==> config.mk <==
export PLATFORM = sky130hd
export DESIGN_NAME = exc_vector_unit
export DESIGN_NICKNAME = d
export VERILOG_FILES = /design/src/rtl/exc_pkg.sv /design/src/rtl/exc_prio_enc.sv /design/src/rtl/exc_vector_unit.sv
export SDC_FILE = /design/constraint.sdc
export NUM_CORES = 1
export LEC_CHECK = 0
export CORE_MARGIN = 1
export CORE_UTILIZATION = 30
export CTS_CLUSTER_SIZE = 10
export DETAILED_ROUTE_END_ITERATION = 8
export PLACE_DENSITY = 0.84
export SYNTH_ARGS = -nofsm -noshare
export SYNTH_HDL_FRONTEND = slang
export SYNTH_HIERARCHICAL = 1
export SYNTH_SLANG_ARGS = --single-unit
==> constraint.sdc <==
create_clock -name clk -period 1.7 [get_ports clk]
set_input_delay 0.255 -clock clk [delete_from_list [all_inputs] [get_ports clk]]
set_output_delay 0.255 -clock clk [all_outputs]
set_load 0.1 [all_outputs]
==> src/rtl/exc_pkg.sv <==
// Shared types and constants for the exception vectoring unit.
package exc_pkg;

  typedef enum logic [1:0] {
    IDLE,
    FETCH,
    JUMP
  } exc_state_t;

  localparam int CAUSE_OPCODE = 0;
  localparam int CAUSE_OVF    = 1;
  localparam int CAUSE_DIV0   = 2;

  localparam int EXC_VEC_BASE = 253;

endpackage

==> src/rtl/exc_prio_enc.sv <==
// Lowest-index-wins priority encoder; valid is high when any request is set.
module exc_prio_enc #(
  parameter int N_CAUSES = 3,
  parameter int CAUSE_W  = (N_CAUSES > 1) ? $clog2(N_CAUSES) : 1
) (
  input  logic [N_CAUSES-1:0] req,
  output logic [CAUSE_W-1:0]  idx,
  output logic                valid
);

  always_comb begin
    idx   = '0;
    valid = 1'b0;
    for (int unsigned i = 0; i < N_CAUSES; i++) begin
      if (req[i] && !valid) begin
        idx   = CAUSE_W'(i);
        valid = 1'b1;
      end
    end
  end

endmodule

==> src/rtl/exc_vector_unit.sv <==
// Exception PC-select unit: latches EPC/cause, reads the handler address from
// the vector table, then issues a one-cycle PC write to the handler.
module exc_vector_unit
  import exc_pkg::*;
#(
  parameter int DATA_W   = 32,
  parameter int N_CAUSES = 3,
  parameter int CAUSE_W  = (N_CAUSES > 1) ? $clog2(N_CAUSES) : 1,
  parameter int VEC_BASE = EXC_VEC_BASE,
  parameter int VEC_W    = 8,
  parameter int MEM_LAT  = 1
) (
  input  logic                clk,
  input  logic                reset,
  input  logic [N_CAUSES-1:0] exc_req,
  input  logic [DATA_W-1:0]   epc_in,
  input  logic [DATA_W-1:0]   pc_normal,
  input  logic [DATA_W-1:0]   mem_rdata,
  output logic [DATA_W-1:0]   mem_addr,
  output logic                mem_rd,
  output logic [DATA_W-1:0]   epc_out,
  output logic                epc_we,
  output logic [CAUSE_W-1:0]  cause_out,
  output logic [DATA_W-1:0]   pc_out,
  output logic                pc_we,
  output logic                busy,
  output logic                exc_ack
);

  localparam int LAT_W = (MEM_LAT > 1) ? $clog2(MEM_LAT) : 1;
  localparam logic [LAT_W-1:0] LAT_LOAD = LAT_W'(MEM_LAT - 1);

  if (MEM_LAT < 1) begin : g_bad_lat
    $error("exc_vector_unit: MEM_LAT must be at least 1");
  end
  if (VEC_W > DATA_W) begin : g_bad_vecw
    $error("exc_vector_unit: VEC_W must not exceed DATA_W");
  end
  if (DATA_W < 63 && ((longint'(VEC_BASE) + longint'(N_CAUSES) - 1) >> DATA_W) != 0) begin : g_bad_base
    $error("exc_vector_unit: VEC_BASE + N_CAUSES - 1 does not fit in DATA_W");
  end

  exc_state_t          state_q, state_d;
  logic [CAUSE_W-1:0]  cause_q;
  logic [DATA_W-1:0]   epc_q;
  logic [DATA_W-1:0]   vec_q;
  logic [LAT_W-1:0]    lat_cnt;
  logic [CAUSE_W-1:0]  enc_idx;
  logic                enc_valid;
  logic                unused_rdata;

  // Only the low VEC_W bits of the vector entry are meaningful.
  assign unused_rdata = ^mem_rdata;

  exc_prio_enc #(
    .N_CAUSES (N_CAUSES),
    .CAUSE_W  (CAUSE_W)
  ) u_prio (
    .req   (exc_req),
    .idx   (enc_idx),
    .valid (enc_valid)
  );

  always_ff @(posedge clk or negedge reset) begin
    if (!reset) begin
      state_q <= IDLE;
      cause_q <= '0;
      epc_q   <= '0;
      vec_q   <= '0;
      lat_cnt <= '0;
    end else begin
      state_q <= state_d;
      case (state_q)
        IDLE: begin
          if (enc_valid) begin
            cause_q <= enc_idx;
            epc_q   <= epc_in;
            lat_cnt <= LAT_LOAD;
          end
        end
        FETCH: begin
          if (lat_cnt != '0) lat_cnt <= lat_cnt - LAT_W'(1);
          else               vec_q   <= DATA_W'(mem_rdata[VEC_W-1:0]);
        end
        default: ;
      endcase
    end
  end

  always_comb begin
    state_d  = state_q;
    pc_out   = pc_normal;
    pc_we    = 1'b0;
    exc_ack  = 1'b0;
    mem_rd   = 1'b0;
    mem_addr = '0;
    epc_we   = 1'b0;
    busy     = 1'b0;
    case (state_q)
      IDLE: begin
        if (enc_valid) state_d = FETCH;
      end
      FETCH: begin
        busy     = 1'b1;
        mem_rd   = 1'b1;
        mem_addr = DATA_W'(VEC_BASE) + DATA_W'(cause_q);
        // lat_cnt only counts down, so it equals the load value in the first cycle alone
        epc_we   = (lat_cnt == LAT_LOAD);
        if (lat_cnt == '0) state_d = JUMP;
      end
      JUMP: begin
        busy    = 1'b1;
        pc_out  = vec_q;
        pc_we   = 1'b1;
        exc_ack = 1'b1;
        state_d = IDLE;
      end
      default: state_d = IDLE;
    endcase
  end

  assign epc_out   = epc_q;
  assign cause_out = cause_q;

endmodule
* Word level (Yosys, flattened, before mapping)
Index checks and enable logic that the tools add are counted.
Word-level totals: register bits 45, latch bits 0, bits in writable memories 0, ROM bits 0, bits of input ports 101, output and inout port bits 103, word-level logic and storage cells 40, memories kept 0
Cells by class: $add $sub $neg 2, $mul 0, div/mod/pow operators 0, order comparisons 0, equality and inequality tests 4, shift-type cells 0, multiplexer cells 17, bitwise logic cells 1, reductions and logical operators 11
Operators with widths (count):
- $mux W32 | 1
- $mux W1 | 10
- $add A8 B2 Y9 const A | 1
- $mux W9 | 1
- $reduce_and A2 Y1 | 4
- $mux W2 | 3
- $ne A2 B2 Y1 const B | 2
- $pmux W2 S2 | 1
- $eq A2 B1 Y1 const B | 1
- $eq A2 B2 Y1 const B | 1
- $logic_and A1 B1 Y1 | 2
- $logic_not A1 Y1 | 2
- $logic_not A2 Y1 | 1
- $pmux W1 S2 | 1
- $reduce_bool A2 Y1 | 1
- $reduce_or A2 Y1 | 1
- $not A1 Y1 | 1
- $sub A1 B1 Y1 const B | 1

* Logic depth before layout (Yosys ltp)
Gate-level depths: netlist (run 1).
depth in word-level cells 9, mapped depth 5, mapped depth without buffers 4

* By module
The synthesis (run 1) kept the hierarchy.
Modules (own cells, without submodules):
- exc_vector_unit | instances 1, cells each 172, area each 2240.9 um^2
- exc_prio_enc | instances 1, cells each 3, area each 20.0 um^2

* Worst setup path after synthesis (run 1)
OpenSTA, ideal clock, no wires.
path kind register to output, start point reg cause_q[0], in the netlist cause_out[0], end point out mem_addr[3], arrival time 3.151 ns, required time 1.445 ns, path slack -1.706 ns, cell stages (with the launch flop) 4, buffers on the path 1, cell sequence dfrtp_1 > ha_1 > nor2b_1 > buf_4
On the way: word-level cells in the longest chain between the ends 2
RTL lines:
- start, declared | RTL line exc_vector_unit.sv:44 | logic [CAUSE_W-1:0] cause_q;
- start signal, assigned | RTL line exc_vector_unit.sv:76 | cause_q <= enc_idx;
- $add A8 B2 Y9 | RTL line exc_vector_unit.sv:106 | mem_addr = DATA_W'(VEC_BASE) + DATA_W'(cause_q);
- $mux W9 | RTL line exc_vector_unit.sv:99 | case (state_q)
- end, declared | RTL line exc_vector_unit.sv:19 | output logic [DATA_W-1:0] mem_addr,
Every way passes these cells.

* Worst setup path in the final report (run 1)
start point reg state_q[0], end point out pc_out[1]
On the way: word-level cells in the longest chain between the ends 2
RTL lines:
- start, declared | RTL line exc_vector_unit.sv:43 | exc_state_t state_q, state_d;
- start signal, assigned | RTL line exc_vector_unit.sv:72 | state_q <= state_d;
- $eq A2 B2 Y1 | RTL line exc_vector_unit.sv:99
- $mux W32 | RTL line exc_vector_unit.sv:99
- end, declared | RTL line exc_vector_unit.sv:24 | output logic [DATA_W-1:0] pc_out,
Every way passes these cells.

==> qor.csv, run 1 <==
metric;value;unit
synth_top_area_share;48.7;%
port_buffers;156;
hpwlAfterDp;5.88;mm
synthTopCellsByArea;dfrtp_1 49%, mux2_2 26%, buf_4 10%, nor2b_1 7.5%, ha_1 3.3%;
reg2reg_slack;0.08;ns
clk_pin_slew_worst_paths;0.08;ns
max_freq;0.548;GHz
grt_usage;19.5;%
violations;negative setup slack;
yosysWarnings;6;
vias_per_cell;4.30;
initial_utilization;31.2;%
antenna_found_initial;0;
reg2reg_to;epc_out[17];
worst_slack;-0.124;ns
endpoint;pc_out[1];
clock_path_buffers;2;
coreArea;7250;um^2
path_class;reg2out;
vias;1935;
pre_cts_slack;-0.209;ns
start_kind;register;
routabilityCongestion;0.752;
h-tree-depth;2;
drive_gt1_share;57.8;%
avgRoutedWirePerCell;16.6;um
synth_seq_cells;44;
root_buffer;clkbuf_8;
die_h;88.8;um
crit_arrival;1.57;ns
first_iter_violations;24;
grt-ovfl-total;0;
grt_pass1_vias;2084;
yosysTopAreaCell;dfrtp_1;
grt_max_degree;27;
final_nets;457;
r2r_start;state_q[1];
synth_cell_types;16;
skew;0.00634;ns
wl;7.47;mm
die-area;7890;um^2
area_growth;133;%
antenna_cells;0;
numClockSinks;44;
drtAntennaViolNets;0;
fill_cells;443;
maxCapViolations;0;
setup_viol;42;
post-route-min-period;1.82;ns
drtPass1Iterations;4;
synth_area;2260;um^2
seq_area_frac_synth;48.7;%
hold_viol_final;0;
rsz0062_at_grt;yes;
synth_ff_type;dfrtp_1;
fin_util;72.7;%
synth_edf_count;0;
status;complete, but fails checks;
r2r_cells;7;
syn_area_per_cell;12.9;um^2
critPathLaunch;state_q[0];
die_x;88.8;um
syn_inst;175;
insertion_delay;0.29;ns
critPathMaxFanout;8;
grt_pass1_wl;11.0;mm
required;1.44;ns
end_kind;output port;
slew_viol_final;0;
cts_tree;built;
row_count;31;
drcViolationCount;0;
min_path_type;in2async;
async_flop_share;100;%
post-route-period-util;107;%
ioPinCount;204;
numCtsBuffers;5;
## sequential cells by signal, indices dropped and copies added, names as in the netlist
register	flops
vec_q	8
epc_out	32
cause_out	2
state_q	2
## final cells by class
type                            count  area (um^2)  share of cell area, %
Clock buffer                        7         76.3                   1.45
Inverter                            2         15.0                  0.285
Sequential cell                    44         1110                   21.0
Timing Repair Buffer              183         2690                   51.0
Tap cell                           99          124                   2.35
Multi-Input combinational cell    114         1250                   23.7
Clock inverter                      1         8.76                  0.166
## critical path, cell delays in order, from the launching register on
cell	delay, ns
dfrtp_1	0.40
inv_2	0.08
ha_4	0.15
buf_12	0.15
mux2_4	0.32
buf_12	0.17
## placed cells by master, fill, tap and decap left out
cell	instances
dfrtp_4	2
buf_12	84
nor2b_1	1
inv_2	1
conb_1	23
ha_1	1
clkbuf_1	2
buf_4	14
dfrtp_1	42
nand2_2	1
nor2b_4	26
mux2_2	44
inv_8	1
and2_4	2
buf_6	5
or2b_1	1
clkinv_4	1
buf_2	1
buf_16	3
mux2_4	8
clkbuf_8	5
or3_1	1
clkdlybuf4s50_1	75
ha_4	5
dlygate4sd3_1	1
nor3b_1	1
## routing by layer
metal	vias to the layer above	global-route usage, %	wire length, um
li1	873	-	-
met1	930	19.6	2570
met2	116	36.5	4080
met3	16	6.16	598
met4	0	8.80	220
met5	-	0	0
## worst min path at each step
stage / to / slack [ns] / cells after the start / start
floorplan: epc_out[0] / -0.04 / 0 / reset
CTS: epc_out[14] / 0.43 / 2 / reset
detailed placement: epc_out[14] / 0.23 / 1 / reset
finish: epc_out[28] / 0.47 / 2 / reset
global route: epc_out[14] / 0.48 / 2 / reset
global placement: epc_out[14] / 0.22 / 1 / reset
## metrics by stage
step | instances | hold WS, ns | instance area [um^2] | setup TNS [ns]
2_1_floorplan | 197 | -0.0406 | 2730 | -3.65
6_report | 450 | 0.466 | 5270 | -3.55
3_3_place_gp | 425 | 0.222 | 4930 | -5.51
5_1_grt | 450 | 0.478 | 5270 | -6.23
3_5_place_dp | 425 | 0.227 | 4930 | -6.44
4_1_cts | 449 | 0.434 | 5250 | -3.72
## synthesized netlist by cell type (2+ instances only)
| library cell | instances |
|---|---|
| mux2_2 | 52 |
| dfrtp_1 | 44 |
| buf_4 | 30 |
| nor2b_1 | 27 |
| ha_1 | 6 |
| and2_1 | 2 |
| buf_2 | 2 |
| buf_6 | 2 |
| clkbuf_1 | 2 |
| inv_1 | 2 |
## kinds of logic after synthesis
family	Yosys count	share of synthesized area (%)
multiplexers	52	25.9
flip-flops	44	48.7
buffers and inverters	39	12.7
AND/OR/NAND/NOR	33	9.24
other	1	0.166
adder cells (fa/ha/maj)	6	3.32
## timing repair
item	in CTS	in global routing
setup endpoints to repair	41	44
endpoints found under the hold margin	18	0
gates resized for setup	13	3
gates cloned	1	0
pin swaps	2	3
hold buffers	1	0
setup buffers	14	1
Power of run 1 is not shown: default switching activity piles up to over one toggle a cycle in this logic, so the estimate is an artifact.
==> inputs of run 2 (changes only) <==
--- a/config.mk
+++ b/config.mk
@@ -5,12 +5,13 @@
 export SDC_FILE = /design/constraint.sdc
 export NUM_CORES = 1
 export LEC_CHECK = 0
+export ABC_AREA = 1
 export CORE_MARGIN = 1
 export CORE_UTILIZATION = 30
 export CTS_CLUSTER_SIZE = 10
 export DETAILED_ROUTE_END_ITERATION = 8
-export PLACE_DENSITY = 0.84
+export DONT_BUFFER_PORTS = 1
+export PLACE_DENSITY = 0.5
 export SYNTH_ARGS = -nofsm -noshare
 export SYNTH_HDL_FRONTEND = slang
-export SYNTH_HIERARCHICAL = 1
 export SYNTH_SLANG_ARGS = --single-unit
==> run 2 against run 1 <==
- the flow still finishes with violations (negative setup slack)
- sequential share of layout area increased by 5.9 points
- synthesized area increased by 5.0%
- register-to-register slack gained 0.22 ns
- first-iteration DRC count grew 120%
==> qor.csv, run 2 <==
metric;value;unit
rsz0062_at_grt;yes;
layout_commonest_cell;nand2_1;
fill_cells;721;
synthTopCellsByArea;dfrtp_1 46%, nand2_1 13%, buf_4 9.8%, nand3_1 7.4%, inv_1 6.0%;
drive_gt1_share;42.3;%
synth_common_cells;85 x nand2_1, 44 x dfrtp_1, 38 x inv_1, 35 x nand3_1, 32 x nor2_1;
syn_area_per_cell;7.81;um^2
holdPathStages;2;
grt_max_degree;45;
drtPass1Iterations;4;
crit_arrival;1.54;ns
synth_ff_type;dfrtp_1;
path_class;reg2out;
hold_viol_final;0;
post-synth-top-count-cell;nand2_1;
drcViolationCount;0;
vias;2134;
cpPeakStageDelay;0.44;ns
skew;0.00541;ns
area_growth;73.5;%
h-tree-depth;2;
die-area;8280;um^2
routabilityCongestion;0.704;
pre_cts_slack;0.131;ns
r2r_cells;6;
initial_utilization;30.9;%
synth_top_area_share;46.4;%
post-route-period-util;106;%
largest_reg_flops;32;
row_count;32;
port_buffers;0;
die_x;91.0;um
required;1.44;ns
critPathMaxFanout;8;
synth_area;2370;um^2
synth_edf_count;0;
ioPinCount;204;
numCtsBuffers;5;
layout_common_cells;83 x nand2_1, 47 x buf_4, 41 x dfrtp_1;
worst_slack;-0.0996;ns
numClockSinks;44;
r2r_start;state_q[1];
syn_inst;304;
clk_pin_slew_worst_paths;0.08;ns
yosysTopAreaCell;dfrtp_1;
antenna_found_initial;0;
setup_viol;41;
grt_pass1_wl;10.2;mm
endpoint;pc_out[31];
first_iter_violations;52;
coreArea;7690;um^2
final_nets;495;
root_buffer;clkbuf_8;
slew_viol_final;0;
reg2reg_to;epc_out[0];
async_flop_share;100;%
dp_cells;469;
wl;6.07;mm
start_kind;register;
violations;negative setup slack;
status;complete, but fails checks;
cp_cell_sequence;ha_4 > clkbuf_16 > buf_6 > nor2_4 > buf_12;
cts_tree;built;
die_h;91.0;um
layout.cells.non_filler;492;
max_freq;0.556;GHz
critPathLaunch;state_q[1];
end_kind;output port;
drtAntennaViolNets;0;
grt_usage;15.0;%
grt_pass1_vias;2177;
min_path_type;in2reg;
hp-start;mem_rdata[7];
reg2reg_slack;0.30;ns
synth_seq_cells;44;
insertion_delay;0.29;ns
critPathSlowestCell;dfrtp_2;
avgRoutedWirePerCell;12.3;um
grt-ovfl-total;0;
clock_path_buffers;2;
synth_cell_types;18;
yosysWarnings;0;
vias_per_cell;4.34;
maxCapViolations;0;
hpwlAfterDp;4.53;mm
post-route-min-period;1.80;ns
seq_area_frac_synth;46.4;%
antenna_cells;0;
[run 2: changes by cell type after synthesis, moves of 2 or more]
cell,change
nand2_4,+2
a21oi_1,+6
inv_1,+36
nand3_1,+35
nor2_1,+32
mux2_2,-50
and2_1,-2
buf_2,+8
o21ai_0,+6
nor2b_1,-27
nand2_1,+85
[run 2: final cells by class]
class                      count  area (um^2)  area share (%)
multi-input combinational    199         1270            30.8
timing repair buffer         101         1370            33.2
clock buffer                   7         86.3            2.10
inverter                      38          153            3.70
tap                          102          128            3.10
clock inverter                 1         7.51           0.182
sequential                    44         1110            26.9
[run 2: worst max-delay path: cells and delay by family (launching register included)]
kind | cells | cell delay [ns]
adder cells (fa/ha/maj) | 1 | 0.22
buffers and inverters | 3 | 0.48
flip-flops | 1 | 0.44
AND/OR/NAND/NOR | 1 | 0.11
[run 2: repair_timing]
action / 4_1_cts / 5_1_grt
setup buffers: 8 / 4
resized for setup: 14 / 21
endpoints found under the hold margin: 44 / 0
cloned: 0 / 2
pin swaps: 2 / 6
hold buffers: 2 / 0
endpoints found under the setup margin: 36 / 78
[run 2: stage by stage]
step                hold WS [ns]  TNS, ns  utilization (%)  cell area [um^2]
global placement         -0.0394        0             48.5              3730
detailed placement       -0.0395        0             48.5              3730
floorplan                -0.0406    -6.39                -              2920
CTS                       0.0728    -3.77             51.7              3970
global route              0.0841    -6.07             53.6              4120
finish                    0.0861    -2.76             53.6              4120
[run 2: worst min-delay path by stage]
stage and to:
4_1_cts vec_q[7], 5_1_grt vec_q[2], 6_report vec_q[7], 2_1_floorplan epc_out[0], 3_3_place_gp epc_out[15], 3_5_place_dp epc_out[15]
[run 2: cells by family after synthesis]
kind of cell / count (synthesis) / synth area share (%)
compound gates: 12 / 2.53
fa+ha+maj: 5 / 2.63
buf+inv: 83 / 19.5
flops: 44 / 46.4
mux: 2 / 0.948
other cells: 1 / 0.158
simple gates: 157 / 27.9
[run 2: metal layers]
layer  vias up  GRT usage [%]  wire (um)
met5         -              0          0
met4         0           3.17         48
met3         6           5.95        703
met2       127           26.8       2950
met1       966           16.8       2370
li1       1035              -          -
Power of run 2 is left out for the same reason.
==> inputs of run 3 (changes only) <==
--- a/config.mk
+++ b/config.mk
@@ -6,6 +6,8 @@
 export NUM_CORES = 1
 export LEC_CHECK = 0
 export ABC_AREA = 1
+export CAP_MARGIN = 20
+export CORE_ASPECT_RATIO = 1.4
 export CORE_MARGIN = 1
 export CORE_UTILIZATION = 30
 export CTS_CLUSTER_SIZE = 10
==> run 3 against run 2 <==
- the run still ends with negative setup slack left
- global-route usage down 0.20 points
- cell count down 3.0%
- critical path depth down 1
- die area about the same
- final area down 3.1%
- setup slack better by 0.0051 ns
- maximum frequency up 0.28%
- via count down 2.9%
- first-iteration DRC count down 21%
- critical endpoint is now pc_out[2]
- highest routed layer unchanged
==> qor.csv, run 3 (same netlist as run 2, synthesis figures left out) <==
metric;value;unit
place_area;3730;um^2
slew_viol_final;0;
vias;2073;
cpPeakStageDelay;0.45;ns
avgRoutedWirePerCell;12.4;um
grt_pass1_wl;9.66;mm
coreArea;7700;um^2
final_nets;484;
ioPinCount;204;
h-tree-depth;2;
hp-start;mem_rdata[6];
antenna_cells;0;
path_class;reg2out;
die_h;107;um
holdPathStages;2;
wl;5.90;mm
numCtsBuffers;5;
maxCapViolations;0;
drtAntennaViolNets;0;
multi_input_area;1260;um^2
crit_buf_inv;2;
status;complete, but fails checks;
grt_max_degree;45;
cp_cell_sequence;ha_4 > buf_16 > a21oi_4 > buf_12;
rsz0062_at_grt;yes;
hold-path-endpoint;vec_q[6];
row_count;38;
root_buffer;clkbuf_8;
setup_viol;40;
numClockSinks;44;
grt_usage;14.8;%
grt-ovfl-total;0;
crit_arrival;1.54;ns
largest_reg_flops;32;
required;1.44;ns
fill_cells;732;
hpwlAfterDp;4.58;mm
fin_util;51.8;%
layout_common_cells;83 x nand2_1, 45 x buf_4, 42 x buf_12;
critPathSlowestCell;dfrtp_2;
layout_commonest_cell;nand2_1;
antenna_found_initial;0;
start_kind;register;
r2r_start;state_q[1];
drive_gt1_share;40.8;%
final_area;3990;um^2
critPathMaxFanout;25;
initial_utilization;30.8;%
post-route-period-util;106;%
area_growth;68.1;%
routabilityCongestion;0.712;
min_path_type;in2reg;
hold_viol_final;0;
post-route-min-period;1.79;ns
reg2reg_slack;0.31;ns
vias_per_cell;4.35;
critPathTopFamily;flip-flops;
regArea;1110;um^2
grt_pass1_vias;2103;
skew;0.00511;ns
clk_pin_slew_worst_paths;0.08;ns
die-area;8280;um^2
r2r_cells;6;
max_freq;0.557;GHz
setup_tns;-2.52;ns
first_iter_violations;41;
die_x;77.2;um
worst_slack;-0.0946;ns
clock_path_buffers;2;
pre_cts_slack;0.132;ns
drcViolationCount;0;
cts_tree;built;
insertion_delay;0.30;ns
end_kind;output port;
port_buffers;0;
violations;negative setup slack;
reg2reg_to;epc_out[3];
drtPass1Iterations;6;
## run 3: changes by cell type in the layout (fill, tap and decap cells not counted), moves of 2 or more
cell and delta:
clkbuf_16 -2, buf_4 -2, buf_6 -6, buf_8 -4
buf_12 +2
## run 3: timing repair
action,CTS,global route
gates resized for setup,10,6
gates cloned,0,0
buffers inserted,7,1
hold buffers,2,0
pin swaps,1,1
hold endpoints to repair,44,0
endpoints found under the setup margin,41,44
## run 3: routing by layer
| metal | wire length, um | track usage (%) | vias up |
|---|---|---|---|
| met1 | 2240 | 15.2 | 928 |
| met4 | 114 | 5.80 | 0 |
| li1 | - | - | 1012 |
| met3 | 577 | 5.68 | 10 |
| met5 | 0 | 0 | - |
| met2 | 2970 | 26.7 | 123 |
## run 3: final cells by class
type	count	area share, %
Multi-Input combinational cell	199	31.6
Timing Repair Buffer	90	31.2
Sequential cell	44	27.8
Inverter	38	3.82
Tap cell	100	3.13
Clock buffer	5	1.72
Clock inverter	1	0.752
## run 3: worst max path at each step
stage	from	to	slack (ns)	cells past startpoint
final	state_q[1]	pc_out[2]	-0.09	4
after global routing	state_q[0]	pc_out[1]	-0.15	6
after CTS	state_q[1]	pc_out[2]	-0.13	4
after detailed placement	state_q[0]	pc_out[2]	0.13	5
after global placement	state_q[0]	pc_out[2]	0.15	5
after floorplan	cause_out[0]	mem_addr[3]	-0.33	3
## run 3: stage by stage
stage                     hold WS, ns  std cells
after floorplan               -0.0406        326
after global placement        -0.0394        461
after detailed placement      -0.0394        461
after CTS                      0.0587        476
after global routing           0.0876        477
final                          0.0715        477
Power of run 3 is left out for the same reason.
